===== src/rtl/char_sprite_renderer_reg.sv =====
// Character renderer with per-frame shadow latch, side-flipping attack hitbox
// and frame-counted hurt flash. Pixel decision is registered (1-cycle latency).
module char_sprite_renderer_reg #(
  parameter int unsigned COORD_W        = 10,
  parameter int unsigned HITBOX_W       = 32,
  parameter int unsigned HITBOX_H       = 8,
  parameter int unsigned FLASH_FRAMES   = 16,
  parameter int unsigned FLASH_PERIOD   = 4,
  parameter logic [7:0]  HURT_COLOR     = 8'hFF,
  parameter logic [7:0]  STARTUP_COLOR  = 8'b000_000_11,
  parameter logic [7:0]  ACTIVE_COLOR   = 8'b111_000_00,
  parameter logic [7:0]  RECOVERY_COLOR = 8'b000_111_00
) (
  input  logic               clk,
  input  logic               rst,
  input  logic               frame_start_in,
  input  logic               display_enable,
  input  logic [COORD_W-1:0] current_pixel_x,
  input  logic [COORD_W-1:0] current_pixel_y,
  input  logic [COORD_W-1:0] char_x_pos_in,
  input  logic [COORD_W-1:0] char_y_pos_in,
  input  logic [COORD_W-1:0] char_width_in,
  input  logic [COORD_W-1:0] char_height_in,
  input  logic [7:0]         char_color_in_332,
  input  logic [1:0]         attack_phase_in,
  input  logic               facing_left_in,
  input  logic               hit_pulse_in,
  output logic [7:0]         char_pixel_color_out_332,
  output logic               char_is_visible_at_pixel_out,
  output logic               flash_active_out
);

  localparam int unsigned GW   = COORD_W + 2;
  localparam int unsigned PBIT = $clog2(FLASH_PERIOD);
  localparam logic [0:0]  IDLE     = 1'b0;
  localparam logic [0:0]  FLASHING = 1'b1;

  logic [COORD_W-1:0] x_q, x_d, y_q, y_d, w_q, w_d, h_q, h_d;
  logic [7:0]         color_q, color_d;
  logic [1:0]         phase_q, phase_d;
  logic               facing_q, facing_d;
  logic [0:0]         state_q, state_d;
  logic [7:0]         elapsed_q, elapsed_d;
  logic [7:0]         pix_color_q, pix_color_d;
  logic               pix_vis_q, pix_vis_d;

  logic [GW-1:0] px_w, py_w, bx_lo, bx_end, by_lo, by_end;
  logic [GW-1:0] y_mid, hb_top, hb_end, hx_lo, hx_end;
  logic          hb_exists, body_hit, hb_hit, flash_on;

  always_comb begin
    x_d      = x_q;
    y_d      = y_q;
    w_d      = w_q;
    h_d      = h_q;
    color_d  = color_q;
    phase_d  = phase_q;
    facing_d = facing_q;
    if (frame_start_in) begin
      x_d      = char_x_pos_in;
      y_d      = char_y_pos_in;
      w_d      = char_width_in;
      h_d      = char_height_in;
      color_d  = char_color_in_332;
      phase_d  = attack_phase_in;
      facing_d = facing_left_in;
    end
  end

  // A hit in the same cycle as a frame start restarts the flash and skips the increment.
  always_comb begin
    state_d   = state_q;
    elapsed_d = elapsed_q;
    if (hit_pulse_in) begin
      state_d   = FLASHING;
      elapsed_d = '0;
    end else if ((state_q == FLASHING) && frame_start_in) begin
      if (elapsed_q == 8'(FLASH_FRAMES - 1)) begin
        state_d   = IDLE;
        elapsed_d = '0;
      end else begin
        elapsed_d = elapsed_q + 8'd1;
      end
    end
  end

  // Bounds are kept as exclusive ends two bits wider than a pixel coordinate, so
  // anything past the screen edge simply never matches (saturation, no wrap).
  always_comb begin
    px_w   = GW'(current_pixel_x);
    py_w   = GW'(current_pixel_y);
    bx_lo  = GW'(x_q);
    bx_end = GW'(x_q) + GW'(w_q);
    by_lo  = GW'(y_q);
    by_end = GW'(y_q) + GW'(h_q);
    y_mid  = GW'(y_q) + GW'(h_q >> 1);
    hb_top = (y_mid >= GW'(HITBOX_H / 2)) ? (y_mid - GW'(HITBOX_H / 2)) : '0;
    hb_end = hb_top + GW'(HITBOX_H);
    if (facing_q) begin
      hb_exists = (x_q != '0);
      hx_lo     = (GW'(x_q) >= GW'(HITBOX_W)) ? (GW'(x_q) - GW'(HITBOX_W)) : '0;
      hx_end    = GW'(x_q);
    end else begin
      hb_exists = 1'b1;
      hx_lo     = bx_end;
      hx_end    = bx_end + GW'(HITBOX_W);
    end

    body_hit = (px_w >= bx_lo) && (px_w < bx_end) && (py_w >= by_lo) && (py_w < by_end);
    hb_hit   = hb_exists && (phase_q != 2'b00) &&
               (px_w >= hx_lo) && (px_w < hx_end) && (py_w >= hb_top) && (py_w < hb_end);
    flash_on = (state_q == FLASHING) && !elapsed_q[PBIT];

    pix_vis_d   = 1'b0;
    pix_color_d = '0;
    if (display_enable) begin
      if (hb_hit) begin
        pix_vis_d = 1'b1;
        case (phase_q)
          2'b01:   pix_color_d = STARTUP_COLOR;
          2'b10:   pix_color_d = ACTIVE_COLOR;
          default: pix_color_d = RECOVERY_COLOR;
        endcase
      end else if (body_hit) begin
        pix_vis_d   = 1'b1;
        pix_color_d = flash_on ? HURT_COLOR : color_q;
      end
    end
  end

  always_ff @(posedge clk or posedge rst) begin
    if (rst) begin
      x_q         <= '0;
      y_q         <= '0;
      w_q         <= '0;
      h_q         <= '0;
      color_q     <= '0;
      phase_q     <= '0;
      facing_q    <= 1'b0;
      state_q     <= IDLE;
      elapsed_q   <= '0;
      pix_color_q <= '0;
      pix_vis_q   <= 1'b0;
    end else begin
      x_q         <= x_d;
      y_q         <= y_d;
      w_q         <= w_d;
      h_q         <= h_d;
      color_q     <= color_d;
      phase_q     <= phase_d;
      facing_q    <= facing_d;
      state_q     <= state_d;
      elapsed_q   <= elapsed_d;
      pix_color_q <= pix_color_d;
      pix_vis_q   <= pix_vis_d;
    end
  end

  assign char_pixel_color_out_332     = pix_color_q;
  assign char_is_visible_at_pixel_out = pix_vis_q;
  assign flash_active_out             = (state_q == FLASHING);

endmodule


===== config.mk =====
export PLATFORM = sky130hd
export DESIGN_NAME = char_sprite_renderer_reg
export DESIGN_NICKNAME = d
export VERILOG_FILES = /design/src/rtl/char_sprite_renderer_reg.sv
export SDC_FILE = /design/constraint.sdc
export NUM_CORES = 1
export LEC_CHECK = 0
export CAP_MARGIN = 30
export CELL_PAD_IN_SITES_DETAIL_PLACEMENT = 1
export CELL_PAD_IN_SITES_GLOBAL_PLACEMENT = 2
export CORE_AREA = 2 2 140 142
export DETAILED_ROUTE_END_ITERATION = 8
export DIE_AREA = 0 0 142 144
export PLACE_DENSITY_LB_ADDON = 0.1
export SLEW_MARGIN = 0
export SYNTH_ARGS = -nofsm -noshare
export SYNTH_HDL_FRONTEND = slang
export SYNTH_SLANG_ARGS = --single-unit

===== constraint.sdc =====
create_clock -name clk -period 6.7 [get_ports clk]
set_clock_uncertainty 0.2 [all_clocks]
set_input_delay 0.67 -clock clk [delete_from_list [all_inputs] [get_ports clk]]
set_output_delay 0.67 -clock clk [all_outputs]
set_load 0.05 [all_outputs]

# Yosys cells after proc, flatten, opt, wreduce, memory -nomap -nowiden
# Cells that the tools add are included.
# op_classes
eq_ne,3
addsub,8
muxes,19
n_lt_le_gt_ge,10
n_reduce_logical,16
# op_table
cell,n
two-way mux 8 bit,7
two-way mux 12 bit,4
greater-or-equal comparator 10 x 12 -> 1 bit,2
less-than comparator 10 x 12 -> 1 bit,2
adder 10 x 10 -> 11 bit,2
less-than comparator 10 x 11 -> 1 bit,2
greater-or-equal comparator 10 bit,2
case mux 8 bit (2 select lines),1
adder 11 x 6 -> 12 bit (second input constant),1
adder 12 x 4 -> 12 bit (second input constant),1
subtractor 11 x 3 -> 12 bit (second input constant),1
adder 10 x 9 -> 11 bit,1
greater-or-equal comparator 11 x 3 -> 1 bit (second input constant),1
subtractor 10 x 6 -> 11 bit (second input constant),1
greater-or-equal comparator 10 x 6 -> 1 bit (second input constant),1
logical AND 1 bit,10
nonzero test 10 bit,1
adder 8 x 1 -> 8 bit (second input constant),1
== test 8 x 4 -> 1 bit (second input constant),1
two-way mux 1 bit,7
nonzero test 2 bit,3
== test 2 x 1 -> 1 bit (second input constant),1
== test 2 bit (second input constant),1
AND reduction 2 bit,1
zero test 1 bit,1
# word_totals
inputBits,76
regBits,69

# Depth between registers and ports, before layout
# depth
word_depth,10
depth_mapped,25
ltp_nobuf,24

# Least setup slack after synthesis
# Ideal clock, no wire load.
# synth_timing
path_kind,flip-flop to flip-flop
start,register y_q[1]
end,register pix_color_q[1] (netlist: char_pixel_color_out_332[1])
arrival_ns,4.363
path_buffers,0
path_stages_with_launch,20
period_less_slack_ns,4.700
setup_slack_ns,2.000
required_ns,6.364
cell_sequence,dfrtp_1 -> ha_1 -> a21o_1 -> a211oi_1 -> or2_2 -> ha_1 -> o221ai_2 -> or4_4 -> nand2_1 -> nand2_1 -> ha_1 -> a21o_1 -> a21oi_1 -> a2111o_1 -> a211oi_1 -> o211a_1 -> o41ai_2 -> and4b_4 -> a2bb2oi_4 -> o22ai_1
# synth_via
elab_chain_cells,8
word_cells_on_any_way,17
cone_classes,4 x add/sub; 5 x order compare; 4 x mux; 4 x reduce/logical
# synth_rtl
element,line,source
from (decl),38,"logic [COORD_W-1:0] x_q, x_d, y_q, y_d, w_q, w_d, h_q, h_d;"
from (signal assigned),146,y_q <= y_d;
adder 10 x 9 -> 11 bit,96,y_mid = GW'(y_q) + GW'(h_q >> 1);
subtractor 11 x 3 -> 12 bit / greater-or-equal comparator 11 x 3 -> 1 bit (equally long branches),97,hb_top = (y_mid >= GW'(HITBOX_H / 2)) ? (y_mid - GW'(HITBOX_H / 2)) : '0;
two-way mux 12 bit,97,
adder 12 x 4 -> 12 bit / greater-or-equal comparator 10 x 12 -> 1 bit (equally long branches),"98, 111",
less-than comparator 10 x 12 -> 1 bit / logical AND 1 bit (equally long branches),111,(px_w >= hx_lo) && (px_w < hx_end) && (py_w >= hb_top) && (py_w < hb_end);
logical AND 1 bit,111,
two-way mux 8 bit *,117,if (hb_hit) begin
two-way mux 8 bit *,116,if (display_enable) begin
named net pix_color_d[1],44,"logic [7:0] pix_color_q, pix_color_d;"
to (signal assigned),154,pix_color_q <= pix_color_d;
to (decl),44,
# Mark *: on every way through the listed nets, which the timed path passes. The rest lies on a longest branch.
# A chain may end at the register's enable or synchronous reset.

# Worst setup path after layout
# layout_timing
start,register y_q[1]
end,register pix_color_q[4] (netlist: char_pixel_color_out_332[4])
# Same word-level chain as after synthesis.

==> impl_metrics.ini <==
[detailed_routing]
wl_per_cell_um = 18.84
ant_nets = 0
post_drt_via_cell_ratio = 5.408
vias = 5608
dr.pass1.iters = 4
wirelength_um = 19540
drt_iter0_markers = 202
drc = 0

[timing]
grt_setup_unrepaired = no
hold_viol = 0
clock.fmax_ghz = 0.1784
fin_crit_ns = 5.604
period_share_pct = 83.65
worstMarginPinSlew_ns = 0.9232
setup_viol = 0
slew_viol_final = 0
worst_slew_margin_rel_pct = 38.45
worst_slack_ns = 1.096
setup_tns_ns = 0

[place]
io_buffers = 85
place_ws_ns = 1.093
hpwlAfterDp_um = 16290
gp_congestion = 0.8693

[critical_path]
crit_path_start_kind = flop
crit_arrival_ns = 5.66
cp-end-kind = flop
crit_chain = ha_1 -> a21o_1 -> a211oi_1 -> or2_2 -> ha_1 -> o221ai_2 -> nor3_1 -> nand3_1 -> nand2_1 -> inv_1 -> ha_1 -> xor2_1 -> ha_1 -> o211ai_1 -> nor2_1 -> a211oi_1 -> a21oi_1 -> a211oi_1 -> a31oi_2 -> nand4bb_1 -> o21ai_1
worstPathMaxFanout = 12
critical_path.top_delay_family = compound AO/OA/AOI/OAI gates
worst-path-buf-inv = 1
critPathMaxStageDelay_ns = 0.56
cpMaxStageDelayCell = a211oi_1
r2r_slack_ns = 1.10
crit_top_cell = ha_1
critPathRequiredTime_ns = 6.76
crit_type = reg -> reg

[pwr]
p_int_mw = 1.183
comb_power_share_pct = 50.9
p_sw_mw = 0.8192
p_leak_nw = 3.563
p_per_area_nw_per_um2 = 254.9
swShare_pct = 40.92
clkPwrFrac_pct = 24.1
peakVddDrop_mv = 0.1183
seqPwrFrac_pct = 25.0

[logic_synthesis]
postSynthCellCount = 715
synth_edf_count = 0
synthArstFlopShare_pct = 100.0
synth_cell_type_count = 75
syn_area_per_cell_sq_um = 9.063
syn_area_sq_um = 6480
yosysSeqAreaShare_pct = 26.65
ys.flop_type = dfrtp_1
synth_fp_nets = 906
ys_ff_latch = 69
yosysWarnings = 0

[clocking]
cts_tree = done
ctsResizeCount = 0
cts-buffers-inserted = 9
clk_latency_ns = 0.34
clk_path_buf_depth = 2
cts_setup_buffers = 0
cts_sinks = 69
hold_buffers = 0
clockRootBuffer = clkbuf_16
cts_max_level = 3
path_clk_slew_ns = 0.07

[die]
dieArea_sq_um = 20450
core_sq_um = 19080
fp.dieH_um = 144
die_w_um = 142
io_pins = 86
rows = 51
floorplan.initialDensity_pct = 33.96

[grt]
grt_pass1_vias = 5980
grt_use_total_pct = 19.98
grt-ovfl-total = 0
grt_pass1_wl_um = 31870
antenna_found_initial = 0
grt_start_max_net_pins = 78

[run]
drv_cap = 0

[final_layout]
final_nets = 986
final_layout_size_suffix_gt1_share_pct = 8.511
syn2layout_area_growth_pct = 21.18
antenna_cells = 0

[status]
status = completed

[worst_hold_path]
hold_path.class = reg -> reg
-- cells in the final DEF, fill, tap and decap left out, drive strengths merged, types with 5 or more instances in the layout --
master | netlist | layout
a211o | 6 | 6
a211oi | 11 | 11
a21o | 13 | 13
a21oi | 55 | 55
a31oi | 7 | 7
and3 | 5 | 5
clkbuf | 10 | 9
clkdlybuf4s50 | 0 | 84
dfrtp | 69 | 69
ha | 112 | 112
inv | 46 | 48
mux2 | 31 | 31
nand2 | 53 | 53
nand2b | 9 | 9
nand3 | 15 | 15
nor2 | 51 | 51
nor2b | 6 | 6
nor3 | 12 | 12
o211ai | 7 | 7
o21a | 10 | 10
o21ai | 58 | 58
o21bai | 7 | 7
o22ai | 5 | 5
xnor2 | 20 | 20
xor2 | 21 | 21
-- worst paths after layout --
path                             from                          end  depth (start not counted)
setup / recovery               y_q[1]  char_pixel_color_out_332[4]                         21
hold / removal             color_q[4]                   color_q[4]                          1
setup reg to reg               y_q[1]  char_pixel_color_out_332[4]                         21
hold reg to reg            color_q[4]                   color_q[4]                          1
max in group asynchronous         rst                       y_q[8]                          3
min in group asynchronous         rst                 elapsed_q[4]                          3
-- stage by stage --
step	hold slack (ns)	total power [mW]	instance area (sq um)	std cells	utilization [%]
2_1_floorplan	0.2814	1.215	6480	715	-
3_3_place_gp	0.2971	1.492	7556	1022	39.60
3_5_place_dp	0.2972	1.534	7556	1022	39.60
4_1_cts	0.3139	2.028	7853	1037	41.16
5_1_grt	0.3478	2.181	7853	1037	41.16
6_report	0.3113	2.002	7853	1037	41.16
-- logic make-up (layout without fill, tap and decap cells) --
kind of cell    after synthesis  after routing  share of synthesized area, %
buf+inv                      65            149                         4.055
simple gates                181            181                         13.79
fa+ha+maj                   115            115                         22.55
xor+xnor                     41             41                         5.542
mux                          35             35                         6.005
compound gates              209            209                         21.41
flops                        69             69                         26.65
-- flip-flops by register name, summed over array words and instances, names as in the netlist --
register / cells
w_q: 10
h_q: 10
x_q: 10
facing_q: 1
char_is_visible_at_pixel_out: 1
color_q: 8
flash_active_out: 1
y_q: 10
char_pixel_color_out_332: 8
phase_q: 2
elapsed_q: 8
-- Yosys cell counts (7+ instances only) --
| master | n | area (sq um) |
|---|---|---|
| nand2b_1 | 9 | 56.30 |
| a21oi_1 | 55 | 275.3 |
| nand2_1 | 52 | 195.2 |
| a21o_1 | 13 | 97.59 |
| o211ai_1 | 7 | 52.55 |
| nand3_1 | 15 | 75.07 |
| o21ai_1 | 7 | 35.03 |
| a211oi_1 | 11 | 82.58 |
| o21bai_1 | 7 | 52.55 |
| nor3_1 | 11 | 55.05 |
| inv_1 | 46 | 172.7 |
| clkbuf_1 | 10 | 37.54 |
| dfrtp_1 | 69 | 1727 |
| xor2_1 | 21 | 183.9 |
| mux2_2 | 31 | 349.1 |
| nor2_1 | 51 | 191.4 |
| o21a_1 | 9 | 67.56 |
| ha_1 | 112 | 1401 |
| o21ai_0 | 51 | 255.2 |
| xnor2_1 | 20 | 175.2 |
-- cell type report --
| cell class | count | area (sq um) |
|---|---|---|
| Fill cell | 2195 | 11230 |
| Multi-Input combinational cell | 581 | 4491 |
| Sequential cell | 69 | 1727 |
| Timing Repair Buffer | 88 | 868.3 |
| Tap cell | 238 | 297.8 |
| Clock buffer | 9 | 225.2 |
| Inverter | 46 | 172.7 |
| Clock inverter | 6 | 71.32 |
-- power groups by stage --
stage | combinational [mW] | clock, mW | sequential [mW]
2_1_floorplan | 0.694 | 0 | 0.520
3_3_place_gp | 0.984 | 0 | 0.507
3_5_place_dp | 1.03 | 0 | 0.507
4_1_cts | 1.03 | 0.496 | 0.501
5_1_grt | 1.16 | 0.511 | 0.507
6_report | 1.02 | 0.483 | 0.501
-- metal layers --
| layer | part of all wire [%] | GRT usage [%] | up-vias |
|---|---|---|---|
| met5 | 0 | 0 | - |
| met4 | 0.73 | 3.632 | 0 |
| met3 | 4.2 | 3.344 | 9 |
| met2 | 44 | 31.48 | 101 |
| met1 | 51 | 29.02 | 2721 |
| li1 | - | - | 2777 |
Note: power is estimated with default switching activity, not from simulation.
